[src/rtl/tmds_shift_scheduler.sv]
// Serialises buffered per-pixel TMDS symbol triples, together with the TMDS clock pattern,
// into 2-bit (DDR) or 1-bit (SDR) slices; substitutes an idle control symbol on underflow.
module tmds_shift_scheduler #(
  parameter bit          C_ddr         = 1'b1,
  parameter logic [9:0]  C_idle_symbol = 10'b1101010100
) (
  input  logic        clk_shift,
  input  logic        reset,
  input  logic        in_valid,
  output logic        in_ready,
  input  logic [9:0]  in_red,
  input  logic [9:0]  in_green,
  input  logic [9:0]  in_blue,
  output logic [1:0]  out_clock,
  output logic [1:0]  out_red,
  output logic [1:0]  out_green,
  output logic [1:0]  out_blue,
  output logic        word_start,
  output logic        underflow,
  output logic [15:0] underflow_count
);

  localparam int         N           = C_ddr ? 5 : 10;
  localparam logic [3:0] LAST_PHASE  = 4'(N - 1);
  localparam logic [9:0] CLK_PATTERN = 10'b0000011111;

  logic [3:0]  phase;
  logic        buf_full;
  logic [9:0]  buf_red, buf_green, buf_blue;
  logic [9:0]  sh_clock, sh_red, sh_green, sh_blue;
  logic [15:0] uf_count;
  logic        last, accept, bypass;

  function automatic logic [9:0] shift_down(input logic [9:0] v);
    return C_ddr ? {2'b00, v[9:2]} : {1'b0, v[9:1]};
  endfunction

  function automatic logic [1:0] slice(input logic [9:0] v);
    return C_ddr ? v[1:0] : {1'b0, v[0]};
  endfunction

  assign last     = (phase == LAST_PHASE);
  assign in_ready = !buf_full || last;
  assign accept   = in_valid && in_ready;
  // A triple arriving in the reload cycle with nothing buffered goes straight to the shifters.
  assign bypass   = accept && last && !buf_full;

  always_ff @(posedge clk_shift) begin
    if (reset) begin
      phase     <= '0;
      buf_full  <= 1'b0;
      buf_red   <= C_idle_symbol;
      buf_green <= C_idle_symbol;
      buf_blue  <= C_idle_symbol;
      sh_clock  <= CLK_PATTERN;
      sh_red    <= C_idle_symbol;
      sh_green  <= C_idle_symbol;
      sh_blue   <= C_idle_symbol;
      underflow <= 1'b0;
      uf_count  <= '0;
    end else begin
      underflow <= 1'b0;
      if (last) begin
        phase    <= '0;
        sh_clock <= CLK_PATTERN;
        if (buf_full) begin
          sh_red   <= buf_red;
          sh_green <= buf_green;
          sh_blue  <= buf_blue;
        end else if (accept) begin
          sh_red   <= in_red;
          sh_green <= in_green;
          sh_blue  <= in_blue;
        end else begin
          sh_red    <= C_idle_symbol;
          sh_green  <= C_idle_symbol;
          sh_blue   <= C_idle_symbol;
          underflow <= 1'b1;
          if (uf_count != 16'hFFFF) uf_count <= uf_count + 16'd1;
        end
      end else begin
        phase    <= phase + 4'd1;
        sh_clock <= shift_down(sh_clock);
        sh_red   <= shift_down(sh_red);
        sh_green <= shift_down(sh_green);
        sh_blue  <= shift_down(sh_blue);
      end

      // Refill on the same edge that drains keeps a full buffer full.
      if (accept && !bypass) begin
        buf_red   <= in_red;
        buf_green <= in_green;
        buf_blue  <= in_blue;
        buf_full  <= 1'b1;
      end else if (last && buf_full) begin
        buf_full  <= 1'b0;
      end
    end
  end

  assign out_clock       = slice(sh_clock);
  assign out_red         = slice(sh_red);
  assign out_green       = slice(sh_green);
  assign out_blue        = slice(sh_blue);
  assign word_start      = (phase == 4'd0);
  assign underflow_count = uf_count;

endmodule

[config.mk]
export PLATFORM = sky130hd
export DESIGN_NAME = tmds_shift_scheduler
export DESIGN_NICKNAME = d
export VERILOG_FILES = /design/src/rtl/tmds_shift_scheduler.sv
export SDC_FILE = /design/constraint.sdc
export NUM_CORES = 1
export LEC_CHECK = 0
export BUFFER_PORTS_ARGS = -buffer_cell sky130_fd_sc_hd__buf_2
export CAP_MARGIN = 20
export CORE_MARGIN = 3
export CORE_UTILIZATION = 35
export CTS_CLUSTER_DIAMETER = 120
export CTS_CLUSTER_SIZE = 40
export DETAILED_ROUTE_END_ITERATION = 12
export HOLD_SLACK_MARGIN = 0.02
export PLACE_DENSITY_LB_ADDON = 0.15
export SKIP_LAST_GASP = 1
export SLEW_MARGIN = 20
export SYNTH_ARGS = -nofsm -noshare
export SYNTH_HDL_FRONTEND = slang
export SYNTH_SLANG_ARGS = --single-unit
export TNS_END_PERCENT = 10
[constraint.sdc]
create_clock -name clk_shift -period 2.35 [get_ports clk_shift]
set_clock_uncertainty 0.15 [all_clocks]
set_input_delay 0 -clock clk_shift [delete_from_list [all_inputs] [get_ports clk_shift]]
set_output_delay 0 -clock clk_shift [all_outputs]
set_load 0.05 [all_outputs]
# Word-level counts from Yosys, hierarchy flattened
# Index checks and enable logic that the tools add are counted.
dict set report op_classes {
  add_sub_neg 2
  eq_ne 2
  muxes 12
  n_bitwise 3
  n_reduce_logical 13
}
# operator n
set op_table {}
lappend op_table {{two-way mux 10 bit} 9}
lappend op_table {{adder 16 x 1 -> 16 bit, second input constant} 1}
lappend op_table {{inequality test 16 bit, second input constant} 1}
lappend op_table {{logical AND 1 bit} 5}
lappend op_table {{adder 4 x 1 -> 4 bit, second input constant} 1}
lappend op_table {{equality test 4 x 3 -> 1 bit, second input constant} 1}
lappend op_table {{logical NOT 4 bit} 1}
lappend op_table {{AND reduction 4 bit} 1}
lappend op_table {{two-way mux 1 bit} 3}
lappend op_table {{inverter 1 bit} 3}
lappend op_table {{OR reduction 3 bit} 1}
lappend op_table {{logical NOT 1 bit} 2}
lappend op_table {{nonzero test 2 bit} 1}
lappend op_table {{OR reduction 2 bit} 1}
lappend op_table {{logical OR 1 bit} 1}
dict set report word_totals {
  register_bits 92
  inputBits 33
  word_cells 44
}

# Longest topological paths before layout
dict set report depth {
  ltp_word 8
  depth_mapped 8
}

# Worst setup path before layout
# OpenSTA, ideal clock, no wires.
dict set report synth_timing {
  path_type {flip-flop to flip-flop}
  start {register uf_count[0], in the netlist underflow_count[0]}
  end {register uf_count[0], in the netlist underflow_count[0]}
  setup_ns 0.121
  arrival_time_ns 2.045
  required_time_ns 2.079
  slack_ns 0.034
  stages_incl_launch_ff 6
  synth_period_minus_slack_ns 2.316
  path_cell_list {dfxtp_1 ha_1 nand3_1 nor3_2 a21oi_1 mux2_2}
}
dict set report synth_between {
  elab_chain_cells 2
  word_cells_on_any_way 3
  classes_between {add/sub (1); eq/ne (1); reduce/logical (1)}
}
# element line_no
set synth_rtl {}
lappend synth_rtl {{start, declared} 31} ;# logic [15:0] uf_count;
lappend synth_rtl {{start signal, assigned} 79} ;# if (uf_count != 16'hFFFF) uf_count <= uf_count + 16'd1;
lappend synth_rtl {{branches (longest 2 deep; another with adder 16 x 1 -> 16 bit)} -}
# Several ways; the timed one is not identified.
# A chain may end at the register's enable or synchronous reset.

# Worst setup path after layout
dict set report layout_timing {
  start {register phase[0]}
  end {register buf_red[4]}
}
dict set report layout_between {
  elab_chain_cells 7
}
# element line_no
set layout_rtl {}
lappend layout_rtl {{start, declared} 27} ;# logic [3:0] phase;
lappend layout_rtl {{start signal, assigned} 82} ;# phase <= phase + 4'd1;
lappend layout_rtl {{equality test 4 x 3 -> 1 bit (*)} 42} ;# assign last = (phase == LAST_PHASE);
lappend layout_rtl {{logical OR 1 bit} 43} ;# assign in_ready = !buf_full || last;
lappend layout_rtl {{logical AND 1 bit} 44} ;# assign accept = in_valid && in_ready;
lappend layout_rtl {{logical AND 1 bit (2 in a row)} 46} ;# assign bypass = accept && last && !buf_full;
lappend layout_rtl {{logical NOT 1 bit} 90} ;# if (accept && !bypass) begin
lappend layout_rtl {{logical AND 1 bit (*)} 90}
lappend layout_rtl {{end signal, assigned} 52} ;# buf_red <= C_idle_symbol;
lappend layout_rtl {{end signal, assigned} 91} ;# buf_red <= in_red;
lappend layout_rtl {{end, declared} 29} ;# logic [9:0] buf_red, buf_green, buf_blue;
# Every way passes the cells marked *; elsewhere a longest branch is shown, timed or not.

==> flow_results.org <==
** Route
- Number of routed nets with antenna violations :: 0
- Total length of routed wires :: 9140 um
- DR pass1 iterations :: 4
- In the routed design, unresolved DRC markers number 0.
- Number of DRC markers in iteration 0 :: 183
- Routed length per instance :: roughly 14 um
- DR vias :: about 3,500
- Dividing the detail-routed via count by the number of cells gives 5.18.

** Power
- The analysis attributes to net switching a power of between 0.0008 and 0.0009 W.
- Worst-case vdd ir drop :: ~0.00033 V
- Sequential cells burn a little under half of the power.
- In this run switching power makes up 26.4% of total power.
- Power share of the clock group :: between 30% and 40%
- Of the total power, combinational logic draws between 10 and 15%.
- For this design the ratio of total power to cell area is a little under 700 mW/mm^2.
- Overall power consumption after layout is estimated at between 0.003 and 0.004 W.
- Summed over all cells, the static leakage comes to 1.93 nW.
- The internal power of the cells totals 0.00242 W.

** Clock network
- Clock latency on the worst-skew pair :: around 0.36 ns
- The cell sitting at the root of the clock tree is a sky130_fd_sc_hd__clkbuf_8.
- Hold-fix buffers at CTS :: 32
- Worst-case clock buffer depth :: 2
- TritonCTS built the clock tree.
- Clock slew at reported path FFs :: around 0.090 ns
- In this run, CTS created clock tree buffers numbering 9.
- Resized Gates After CTS :: 0
- Once the clock tree was built, the setup fixing pass inserted 0 buffers.
- CTS Sinks :: 85
- CTS built an H-tree with a depth of 3.

** Cells and area
- The top cell types in the final layout, fill and taps aside, are sky130_fd_sc_hd__dfxtp_1, sky130_fd_sc_hd__buf_2, sky130_fd_sc_hd__a21oi_1, sky130_fd_sc_hd__nor2_1, sky130_fd_sc_hd__nand2_1.
- Leaving out fill and tap cells, the most frequent cell in the layout is sky130_fd_sc_hd__dfxtp_1.
- Proportion of layout cells with a drive suffix above 1 :: 19.5%
- Number of filler instances in the final layout :: ~1,100
- Final Core Density :: between 40% and 50%
- Synth-to-layout area growth :: 24.6%
- 0 antenna diodes ended up in the layout.
- Count of placed standard cells in the final layout, fillers left out :: between 600 and 700
- Final layout net count :: 563
- Summing all multi-input logic gate instances after layout gives around 0.0018 sq mm.
- Registers take approximately 0.0017 sq mm.

** Synthesis
- When the netlist entered floorplanning its net count stood at 493.
- Gate count of the mapped netlist :: about 460
- Part of the Yosys area used for sequential elements :: around 45%
- Counting flops with an async set or reset pin after synthesis yields a share of 0%.
- Post-synthesis area per instance :: between 8 and 9 sq um
- In this run the biggest area consumer among cell types represents 44.8% of the synthesized area.
- The most used flip-flop cell after synthesis is sky130_fd_sc_hd__dfxtp_1.
- Yosys printed 0 warnings.
- Sorting the synthesized cells by area gives the leading types as sky130_fd_sc_hd__dfxtp_1, sky130_fd_sc_hd__a21oi_1, sky130_fd_sc_hd__nor2_1, sky130_fd_sc_hd__o21ai_0, sky130_fd_sc_hd__nand2_1.
- The mapped netlist covers 0.00380 sq mm.
- Post-synthesis cell type with the largest combined area :: sky130_fd_sc_hd__dfxtp_1
- Post-synth EDFFs :: 0
- In this run, synthesis produced a sequential element count of 85.
- The synthesized netlist contains 39 unique library cells.

** Floorplanning
- From left edge to right edge, the die measures ~110 um.
- Rows :: 37
- Overall die area :: approximately 0.012 sq mm
- Num ports :: 60
- From bottom edge to top edge, the die measures between 100 and 150 um.
- After floorplanning, the core was sized to cover about 0.010 sq mm.
- The initial utilization of the core area, before any placement, comes to between 30% and 40%.

** Worst setup path
- Highest net fanout along the worst path :: 16
- Worst path arrival time :: 2.25 ns
- STA classifies the critical path startpoint as a register.
- STA classifies the critical path endpoint as a register.
- Worst Path Class, Setup :: register to register
- CP Data Required Time :: 2.44 ns

** Outcome
- The run finished with clean final reports.

** STA
- Period utilization :: around nine tenths
- The final count of pins violating max slew came to 0.
- Relative max-transition margin :: around 54%
- Max Fclk :: roughly 460 MHz
- Across all hold checks on the routed design, the worst slack comes to around 0.28 ns.
- Sum Neg Setup Slack :: 0 ns
- At the pin with the least slew margin, the transition time is between 0.6 and 0.7 ns.
- Subtracting the final worst setup slack from the clock period gives about 2.2 ns.
- Setup repair after global routing left no endpoint under its margin.
- The number of endpoints with negative hold slack in the final report is 0.
- Number of endpoints failing setup at the final stage :: 0

** Hold path
- Hold/Removal Path Class :: register to register

** Global route
- The initial antenna violation count is 0.
- Via count of the first global-routing pass :: 3,234
- Across every metal layer, demand over resource in global routing totals between 10% and 20%.
- Entering global routing, the biggest net connects 36 pins.
- The first global-routing pass estimated approximately 15,000 um of wire.
- For this run the aggregate overflow at the end of global routing stands at 0.

** Placed design
- Routability Congestion :: between 0.8 and 0.9
- During placement, the flow inserted port buffers numbering 59.
- Once detailed placement completed, the half-perimeter wirelength came to 5760 um.
- Number of cells after detailed placement :: 620

** Flow run
- Max-capacitance violation count :: 0
cell families after synthesis:
kind of cell | count (synthesis) | share of synthesized area, %
buf+inv | 67 | 7.50
simple gates | 147 | 18.7
xor+xnor | 4 | 0.922
compound gates | 141 | 24.3
fa+ha+maj | 3 | 0.987
mux | 10 | 2.93
flops | 85 | 44.8
routing by layer:
| metal | part of all wire [%] | global-route usage (%) | wire length [um] | vias up |
|---|---|---|---|---|
| li1 | - | - | - | 1761 |
| met1 | 47 | 21.2 | 4300 | 1612 |
| met2 | 46 | 25.0 | 4250 | 72 |
| met3 | 4.7 | 2.56 | 426 | 13 |
| met4 | 1.9 | 6.95 | 170 | 0 |
| met5 | 0 | 0 | 0 | - |
critical path: stages (launching register included):
cell and delay [ns]:
sky130_fd_sc_hd__dfxtp_1 0.38, sky130_fd_sc_hd__inv_1 0.06, sky130_fd_sc_hd__ha_1 0.21, sky130_fd_sc_hd__and3b_1 0.24, sky130_fd_sc_hd__xnor2_2 0.29, sky130_fd_sc_hd__buf_4 0.28, sky130_fd_sc_hd__a21oi_1 0.10, sky130_fd_sc_hd__a311o_1 0.33
metrics by stage:
stage	worst slack, ns	instance area, sq um
2_1_floorplan	0.0344	3800
3_3_place_gp	0.242	4180
3_5_place_dp	0.215	4180
4_1_cts	0.178	4740
5_1_grt	0.0272	4740
6_report	0.190	4740
power by group through the flow:
| stage | clock (W) | combinational [W] | sequential [W] |
|---|---|---|---|
| floorplan | 0 | 0.000342 | 0.00159 |
| global placement | 0 | 0.000444 | 0.00160 |
| detailed placement | 0 | 0.000447 | 0.00161 |
| CTS | 0.00127 | 0.000490 | 0.00157 |
| global route | 0.00134 | 0.000544 | 0.00158 |
| finish | 0.00124 | 0.000485 | 0.00157 |
cell usage after synthesis, drive strengths merged, types with 2 or more instances:
cell and count:
dfxtp 85, a21oi 46, nor2 42, nand2 39
o21ai 31, clkbuf 27, nand3 21, buf 20
inv 20, a211o 15, o211ai 15, a221oi 9
a311o 9, mux2 9, nor2b 8, nor3 8
nand4 7, o21bai 7, nor4 4, or4 4
a211oi 3, ha 3, nand2b 3, o31ai 3
o41ai 3, xnor2 3, and4 2, or3 2
or3b 2
flip-flops by register name, indices dropped and copies added (netlist names):
register,count
underflow_count,16
sh_red,10
sh_clock,3
buf_red,10
sh_blue,10
buf_full,1
buf_green,10
buf_blue,10
underflow,1
phase,4
sh_green,10
path summary, 6_finish.rpt:
| path | from | to | slack, ns | cells after the start |
|---|---|---|---|---|
| min | sh_clock[3] | sh_clock[2] | 0.28 | 1 |
| min reg2reg | sh_clock[3] | sh_clock[2] | 0.28 | 1 |
| max reg2reg | phase[0] | buf_red[4] | 0.19 | 7 |
| max | phase[0] | buf_red[4] | 0.19 | 7 |
final cells by class:
| type | count | area share [%] |
|---|---|---|
| timing repair buffer | 106 | 15.4 |
| multi-input combinational | 305 | 38.5 |
| inverter | 20 | 1.58 |
| clock inverter | 7 | 2.40 |
| clock buffer | 9 | 2.61 |
| sequential | 85 | 35.9 |
| tap | 136 | 3.59 |
Note: power is estimated with default switching activity, not from simulation.
